[src/rtl/ram_req_ctrl.sv]
// ram_req_ctrl: request/response front-end and sole master of a single-port RAM.
// After reset it optionally fills every RAM word with FILL_VAL. It then accepts
// read/write requests over valid/ready, issues one per cycle to the RAM
// (1-cycle read latency) and returns read data through a small response FIFO.
// A credit scheme (FIFO occupancy + in-flight read) keeps the FIFO from overflowing.
//
// Ports:
//   clka, rsta              clock, synchronous active-high reset
//   req_valid/req_ready     request handshake; req_we/req_addr/req_wdata payload
//   rsp_valid/rsp_ready     response handshake; rsp_rdata/rsp_err payload
//   init_done               high once the fill has completed
//   ram_ena/wea/addra/dina  RAM port drive; ram_douta read data back
module ram_req_ctrl #(
  parameter int                ADDR_W    = 4,
  parameter int                DATA_W    = 16,
  parameter int                DEPTH     = 16,
  parameter bit                INIT_EN   = 1'b1,
  parameter logic [DATA_W-1:0] FILL_VAL  = '0,
  parameter int                RSP_DEPTH = 4
) (
  input  logic              clka,
  input  logic              rsta,
  input  logic              req_valid,
  output logic              req_ready,
  input  logic              req_we,
  input  logic [ADDR_W-1:0] req_addr,
  input  logic [DATA_W-1:0] req_wdata,
  output logic              rsp_valid,
  input  logic              rsp_ready,
  output logic [DATA_W-1:0] rsp_rdata,
  output logic              rsp_err,
  output logic              init_done,
  output logic              ram_ena,
  output logic              ram_wea,
  output logic [ADDR_W-1:0] ram_addra,
  output logic [DATA_W-1:0] ram_dina,
  input  logic [DATA_W-1:0] ram_douta
);

  localparam int PTR_W = (RSP_DEPTH > 1) ? $clog2(RSP_DEPTH) : 1;
  localparam int CNT_W = $clog2(RSP_DEPTH + 1);
  localparam logic [ADDR_W:0]   DEPTH_X   = (ADDR_W+1)'(DEPTH);
  localparam logic [ADDR_W-1:0] LAST_ADDR = ADDR_W'(DEPTH - 1);
  localparam logic [PTR_W-1:0]  LAST_PTR  = PTR_W'(RSP_DEPTH - 1);
  localparam logic [CNT_W:0]    CREDITS   = (CNT_W+1)'(RSP_DEPTH);

  typedef enum logic {S_INIT, S_READY} state_t;

  state_t              state;
  logic [ADDR_W-1:0]   fill_cnt;
  logic                init_done_q;
  logic                inflight;
  logic                inflight_err;
  logic [DATA_W-1:0]   fifo_data [RSP_DEPTH];
  logic [RSP_DEPTH-1:0] fifo_err;
  logic [PTR_W-1:0]    head;
  logic [PTR_W-1:0]    tail;
  logic [CNT_W-1:0]    count;

  logic [CNT_W:0]      used;
  logic                accept;
  logic                in_range;
  logic                push;
  logic                pop;

  function automatic logic [PTR_W-1:0] ptr_inc(input logic [PTR_W-1:0] p);
    return (p == LAST_PTR) ? '0 : p + PTR_W'(1);
  endfunction

  // Credits come only from registered state, so rsp_ready never reaches req_ready.
  assign used      = {1'b0, count} + (CNT_W+1)'(inflight);
  assign req_ready = !rsta && (state == S_READY) && (used < CREDITS);
  assign accept    = req_valid && req_ready;
  assign in_range  = {1'b0, req_addr} < DEPTH_X;

  // The read issued last cycle has its data on ram_douta now.
  assign push      = inflight;
  assign rsp_valid = !rsta && (count != '0);
  assign pop       = rsp_valid && rsp_ready;
  assign rsp_rdata = rsp_valid ? fifo_data[head] : '0;
  assign rsp_err   = rsp_valid && fifo_err[head];

  // With no fill phase the block is usable as soon as reset is released.
  assign init_done = init_done_q || (!INIT_EN && !rsta);

  // RAM port: fill writes during INIT, otherwise the accepted request passes
  // straight through. Out-of-range requests never touch the RAM.
  always_comb begin
    ram_ena   = 1'b0;
    ram_wea   = 1'b0;
    ram_addra = '0;
    ram_dina  = '0;
    if (!rsta) begin
      if (state == S_INIT) begin
        ram_ena   = 1'b1;
        ram_wea   = 1'b1;
        ram_addra = fill_cnt;
        ram_dina  = FILL_VAL;
      end else if (accept && in_range) begin
        ram_ena   = 1'b1;
        ram_wea   = req_we;
        ram_addra = req_addr;
        ram_dina  = req_wdata;
      end
    end
  end

  always_ff @(posedge clka) begin
    if (rsta) begin
      state        <= INIT_EN ? S_INIT : S_READY;
      fill_cnt     <= '0;
      init_done_q  <= 1'b0;
      inflight     <= 1'b0;
      inflight_err <= 1'b0;
      head         <= '0;
      tail         <= '0;
      count        <= '0;
      fifo_err     <= '0;
    end else begin
      if (state == S_INIT) begin
        fill_cnt <= fill_cnt + ADDR_W'(1);
        if (fill_cnt == LAST_ADDR) begin
          state       <= S_READY;
          init_done_q <= 1'b1;
        end
      end
      inflight     <= accept && !req_we;
      inflight_err <= accept && !req_we && !in_range;
      if (push) begin
        fifo_err[tail] <= inflight_err;
        tail           <= ptr_inc(tail);
      end
      if (pop) head <= ptr_inc(head);
      case ({push, pop})
        2'b10:   count <= count + CNT_W'(1);
        2'b01:   count <= count - CNT_W'(1);
        default: ;
      endcase
    end
  end

  // Data storage needs no reset: entries are only read while counted valid.
  always_ff @(posedge clka) begin
    if (!rsta && push) fifo_data[tail] <= inflight_err ? '0 : ram_douta;
  end

endmodule

[config.mk]
export PLATFORM = sky130hd
export DESIGN_NAME = ram_req_ctrl
export DESIGN_NICKNAME = d
export VERILOG_FILES = /design/src/rtl/ram_req_ctrl.sv
export SDC_FILE = /design/constraint.sdc
export NUM_CORES = 1
export LEC_CHECK = 0
export BUFFER_PORTS_ARGS = -buffer_cell sky130_fd_sc_hd__buf_2
export CAP_MARGIN = 10
export CORE_ASPECT_RATIO = 0.8
export CORE_UTILIZATION = 50
export DETAILED_ROUTE_END_ITERATION = 8
export GPL_TIMING_DRIVEN = 0
export PLACE_DENSITY = 0.75
export RECOVER_POWER = 50
export SYNTH_ARGS = -nofsm -noshare
export SYNTH_HDL_FRONTEND = slang
export SYNTH_SLANG_ARGS = --single-unit
export TNS_END_PERCENT = 20
[constraint.sdc]
create_clock -name clka -period 5.33 [get_ports clka]
set_input_delay 0.7995 -clock clka [delete_from_list [all_inputs] [get_ports clka]]
set_output_delay 0.7995 -clock clka [all_outputs]
set_load 0.05 [all_outputs]
==> results of run 1 <==
[registers in the layout, summed over array words and instances (netlist names), named ones only]
signal / count
fill_cnt: 4
state: 1
init_done: 1
tail: 2
head: 2
count: 3
inflight: 1
fifo_err: 4
fifo_data: 64
[metrics by stage]
stage / util, % / hold WS, ns / setup slack, ns / total power, mW / cells
floorplan: - / 0.447 / 2.38 / 0.738 / 224
global placement: 59.2 / 0.463 / 2.53 / 0.759 / 392
detailed placement: 59.2 / 0.469 / 2.49 / 0.760 / 392
CTS: 62.0 / 0.485 / 2.49 / 1.19 / 408
global route: 61.4 / 0.496 / 2.16 / 1.22 / 408
finish: 61.4 / 0.486 / 2.32 / 1.18 / 408
[kinds of logic after synthesis]
group	count (synthesis)
AOI/OAI and AO/OA	13
DFF	84
buffers and inverters	23
xor gates and xnor gates	5
muxes	20
adders and majority gates	8
and+or+nand+nor	71
[per-layer routing]
metal  wire length [um]  part of all wire (%)  up-vias
met4                 38                  0.58        0
met2               3250                    50       44
met1               2970                    45     1022
met3                276                   4.2        6
met5                  0                     0        -
li1                   -                     -     1015
[final timing paths]
kind / from / cells past startpoint / to / slack [ns]
setup reg to reg: count[0]$_SDFFE_PP0P_ / 8 / count[2]$_SDFFE_PP0P_ / 3.23
hold reg to reg: fifo_err[1]$_SDFFE_PP0P_ / 1 / fifo_err[1]$_SDFFE_PP0P_ / 0.49
hold / removal: fifo_err[1]$_SDFFE_PP0P_ / 1 / fifo_err[1]$_SDFFE_PP0P_ / 0.49
setup / recovery: rsta / 6 / ram_dina[0] / 2.32
[layout make-up]
type,count,area [um2],share of cell area (%)
Multi-Input combinational cell,117,1110,26.2
Clock inverter,4,48.8,1.15
Tap cell,87,109,2.56
Clock buffer,12,145,3.41
Timing Repair Buffer,81,384,9.03
Sequential cell,84,2320,54.6
Inverter,10,37.5,0.883
Buffer,13,92.6,2.18
[power by group through the flow]
stage                     sequential (mW)  combinational [mW]  clock [mW]
after floorplan                     0.721              0.0168           0
after global placement              0.721              0.0374           0
after detailed placement            0.721              0.0391           0
after CTS                           0.706              0.0393       0.445
after global routing                0.707              0.0410       0.471
final                               0.706              0.0371       0.434
[synthesized netlist by cell type (all sizes together)]
cell    count
a21o        1
a21oi       4
a22o        1
a32o        3
a41oi       1
and2       16
and3        9
and4        1
buf         7
clkbuf      6
dfxtp      20
edfxtp     64
fa          1
ha          7
inv        10
mux2        1
mux2i       2
mux4       17
nand2       4
nand3       2
nand4b      1
nor2       12
nor2b      20
nor3        2
nor3b       1
o211ai      1
o21ai       1
o41ai       1
or2         2
or3         1
xnor2       1
xor2        4
[critical path, stage by stage]
cell	delay [ns]
clkbuf_1	0.18
nor2_1	0.17
and4_1	0.31
clkbuf_1	0.31
and2_1	0.18
buf_2	0.26
==> impl_metrics.json, run 1 <==
{
  "status": "completed",
  "synthesis.area_um2": 3590,
  "port_buffers": 81,
  "synth_compound_area_share_pct": 3.21,
  "internal_power_mw": 0.947,
  "avgRoutedWirePerCell_um": 16.0,
  "leakagePower_nw": 1.65,
  "place_hpwl_mm": 4.45,
  "finalHoldViolCount": 0,
  "synth_top_family_by_area": "multiplexers",
  "area_growth_pct": 18.6,
  "yosys.area_share.simple_pct": 11.9,
  "place_congestion": 0.768,
  "drtPass1Iterations": 4,
  "layout_common_cells": "66 x buf_2, 64 x edfxtp_1, 24 x clkbuf_1",
  "synth.distinct_cells": 38,
  "path_class": "primary input to output port",
  "cts_resized": 0,
  "fmax_mhz": 332,
  "grt_pass1_vias": 2042,
  "p_sw_share_pct": 19.6,
  "die_h_um": 77.7,
  "synth_xor_area_share_pct": 1.22,
  "cts-root-buf": "clkbuf_8",
  "insertion_delay_ns": 0.35,
  "rsz0062_at_grt": "false",
  "setup_viol": 0,
  "h-tree-depth": 3,
  "stdcell_area_um2": 4250,
  "dr_total_vias": 2087,
  "use_met1_pct": 24.8,
  "rows": 27,
  "grt_overflow": 0,
  "grt.met2_usage_pct": 28.7,
  "ant_nets": 0,
  "yosysSeqAreaShare_pct": 64.8,
  "syn_inst": 224,
  "cap_violations": 0,
  "coreArea_um2": 6930,
  "grt_pass1_wl_mm": 10.3,
  "grtUsageTotal_pct": 18.4,
  "dpl-instance-area_um2": 4100,
  "syn-num-nets": 273,
  "ir_drop_mv": 0.177,
  "layout_commonest_cell": "buf_2",
  "drv_slew": 0,
  "antenna_found_initial": 0,
  "drtIter0Drc": 83,
  "synth_seq_cells": 84,
  "viasPerCell": 5.12,
  "synthMuxAreaShare_pct": 12.2,
  "cts_buffers": 9,
  "synth_area_leaders": "edfxtp_1 54%, dfxtp_1 11%, mux4_2 6.9%",
  "n_antenna_cell": 0,
  "grt_start_max_net_pins": 17,
  "yosys.area.top_type": "edfxtp_1",
  "fin_tns_setup_ns": 0,
  "clkTransAtPathRegs_ns": 0.07,
  "nFillCells": 556,
  "p_per_area_nw_per_um2": 277,
  "io_pins": 83,
  "clock_path_buffers": 2,
  "post_cts_buffers": 0,
  "cp_data_arrival_time_ns": 2.21,
  "power_switching_mw": 0.230,
  "gr-max-usage-layer": "met2",
  "start_util_pct": 51.8,
  "clkPwrFrac_pct": 36.9,
  "hold_path_class": "flip-flop to flip-flop",
  "timing.final.crit_share_pct": 56.5,
  "die_w_um": 96.7,
  "slew_headroom_pct": 36.9,
  "combPwrFrac_pct": 3.2,
  "crit_path_end_kind": "output port",
  "period_needed_ns": 3.01,
  "nets": 365,
  "cts_tree": "done",
  "critical_path.max_fanout": 10,
  "synth_top_area_share_pct": 53.6,
  "ctsHoldBuffers": 0,
  "seqPwrFrac_pct": 60.0,
  "synth_adder_area_share_pct": 3.00,
  "layout-drive-gt1-share_pct": 31.8,
  "avgSynthCellArea_um2": 16.0,
  "ys.warnings.count": 0,
  "drc": 0,
  "grtUsageMet3_pct": 6.40,
  "fin_skew_ns": 0.0115,
  "die_area_um2": 7520,
  "clock-sinks": 84,
  "postRouteWirelength_mm": 6.54,
  "worst_pin_slew_ns": 0.947,
  "cp.required_ns": 4.53,
  "start_kind": "primary input"
}
Power figures use the tool's default switching activity.
==> run 2, diff against run 1 <==
- CORE_UTILIZATION: 50 -> 48
- clock period: 5.33 -> 2.5 ns (I/O delays scaled with it)
==> run 2 against run 1 <==
Critical path type is now flip-flop to output port. Sequential share of layout area increased by 0.13 points. Clock-buffer cell count decreased by 1. Combinational power increased by 110%. Register-to-register slack got worse by 2.9 ns. Cell area decreased by 0.24%. Worst hold slack got worse by 0.29 ns. Wire length decreased by 6.3%. Clock skew decreased by 0.0040 ns. Largest power group unchanged. Global-route usage decreased by 1.4 points. Flip-flop and latch count unchanged. Critical endpoint is now rsp_rdata[6]. Utilization decreased by 1.3 points.
==> impl_metrics.json, run 2 (same netlist as run 1, synthesis figures left out) <==
{
  "nets": 365,
  "regMostFlops": "fifo_data",
  "placedCellCount": 392,
  "largest_reg_flops": 64,
  "status": "completed",
  "h-tree-depth": 3,
  "die_area_um2": 7820,
  "rows": 27,
  "n_antenna_cell": 0,
  "dr_total_vias": 2053,
  "layout_commonest_cell": "buf_2",
  "rrSetupSlack_ns": 0.37,
  "ir_drop_mv": 0.411,
  "cts_resized": 0,
  "grt_overflow": 0,
  "grtUsageTotal_pct": 17.0,
  "cp_top_family": "buffers and inverters",
  "grt_pass1_wl_mm": 9.68,
  "r2r_cells": 8,
  "place_congestion": 0.752,
  "hold_path_class": "primary input to flip-flop",
  "die_w_um": 98.6,
  "timing.final.crit_share_pct": 89.1,
  "cap_violations": 0,
  "fin_tns_setup_ns": 0,
  "ant_nets": 0,
  "cp.required_ns": 2.12,
  "cp_data_arrival_time_ns": 1.85,
  "clock_path_buffers": 2,
  "clkTransAtPathRegs_ns": 0.07,
  "grt_pass1_vias": 1994,
  "cp_cell_sequence": "buf_6 > buf_12 > mux4_2 > nor2b_1 > buf_2",
  "place_hpwl_mm": 4.25,
  "die_h_um": 79.3,
  "seqPwrFrac_pct": 60.8,
  "cts-root-buf": "clkbuf_8",
  "top_regs": "fifo_data: 64 flops, fifo_err: 4 flops, fill_cnt: 4 flops",
  "worst_pin_slew_ns": 0.919,
  "coreArea_um2": 7060,
  "crit_slowest_cell": "mux4_2",
  "clock-sinks": 84,
  "drtPass1Iterations": 4,
  "final_cells": 408,
  "drv_slew": 0,
  "ctsHoldBuffers": 0,
  "insertion_delay_ns": 0.35,
  "fmax_mhz": 449,
  "rsz0062_at_grt": "false",
  "crit_cells": 5,
  "layout-drive-gt1-share_pct": 31.2,
  "start_kind": "flip-flop",
  "combPwrFrac_pct": 3.1,
  "setup_viol": 0,
  "io_pins": 83,
  "path_class": "flip-flop to output port",
  "leakagePower_nw": 1.63,
  "cts_buffers": 9,
  "cts_tree": "done",
  "crit_path_end_kind": "output port",
  "grt_start_max_net_pins": 17,
  "holdPathStages": 2,
  "power_switching_mw": 0.489,
  "antenna_found_initial": 0,
  "layout_common_cells": "65 x buf_2, 64 x edfxtp_1, 24 x clkbuf_1",
  "path_buf_inv": 3,
  "clkPwrFrac_pct": 36.0,
  "viasPerCell": 5.03,
  "period_needed_ns": 2.23,
  "start_util_pct": 50.8,
  "drtIter0Drc": 68,
  "p_sw_share_pct": 19.8,
  "internal_power_mw": 1.99,
  "finalHoldViolCount": 0,
  "area_growth_pct": 18.3,
  "post_cts_buffers": 0,
  "avgRoutedWirePerCell_um": 15.0,
  "slew_headroom_pct": 38.7,
  "drc": 0,
  "port_buffers": 81,
  "fin_skew_ns": 0.00758,
  "critPathMaxStageDelay_ns": 0.50,
  "critical_path.max_fanout": 10,
  "postRouteWirelength_mm": 6.12,
  "p_per_area_nw_per_um2": 584
}
[run 2: stage by stage]
stage | total power, mW | hold WS [ns] | cell area (um2) | setup WS (ns) | util [%]
5_1_grt | 2.57 | 0.197 | 4240 | 0.176 | 60.1
3_5_place_dp | 1.62 | 0.472 | 4100 | 0.279 | 58.1
6_report | 2.48 | 0.194 | 4240 | 0.272 | 60.1
2_1_floorplan | 1.57 | 0.447 | 3590 | 0.398 | -
4_1_cts | 2.51 | 0.171 | 4280 | 0.228 | 60.7
3_3_place_gp | 1.62 | 0.458 | 4100 | 0.321 | 58.1
[run 2: path summary, 6_finish.rpt]
kind	start	endpoint
worst max-delay path	flip-flop	rsp_rdata[6]
worst min-delay path	req_we	inflight$_SDFF_PP0_
worst max register to register	count[0]$_SDFFE_PP0P_	count[2]$_SDFFE_PP0P_
worst min register to register	fifo_err[2]$_SDFFE_PP0P_	fifo_err[2]$_SDFFE_PP0P_
[run 2: cell type report]
| class | count | area [um2] |
|---|---|---|
| Buffer | 13 | 93.8 |
| Sequential cell | 84 | 2320 |
| Inverter | 10 | 37.5 |
| Timing Repair Buffer | 81 | 383 |
| Fill cell | 570 | 2820 |
| Clock inverter | 5 | 52.6 |
| Tap cell | 87 | 109 |
| Clock buffer | 11 | 131 |
| Multi-Input combinational cell | 117 | 1110 |
[run 2: worst reg2reg max path, stage by stage, from the launching register on]
cell and delay (ns):
dfxtp_1 0.39, nor3_1 0.10, nor3_1 0.28, ha_1 0.25, inv_1 0.06, fa_1 0.38, xor2_1 0.16, or3_1 0.31
a21oi_1 0.14
[run 2: power by group through the flow]
stage          clock [mW]  combinational (mW)  sequential [mW]
5_1_grt             0.973              0.0861             1.51
3_3_place_gp            0              0.0799             1.54
2_1_floorplan           0              0.0359             1.54
6_report            0.892              0.0777             1.51
3_5_place_dp            0              0.0825             1.54
4_1_cts             0.917              0.0827             1.51
[run 2: per-layer routing]
layer	up-vias	GRT usage, %	part of all wire (%)
met5	-	0	0
met3	9	4.93	4.7
li1	1014	-	-
met2	46	27.5	49
met1	984	21.8	45
met4	0	6.72	1.4
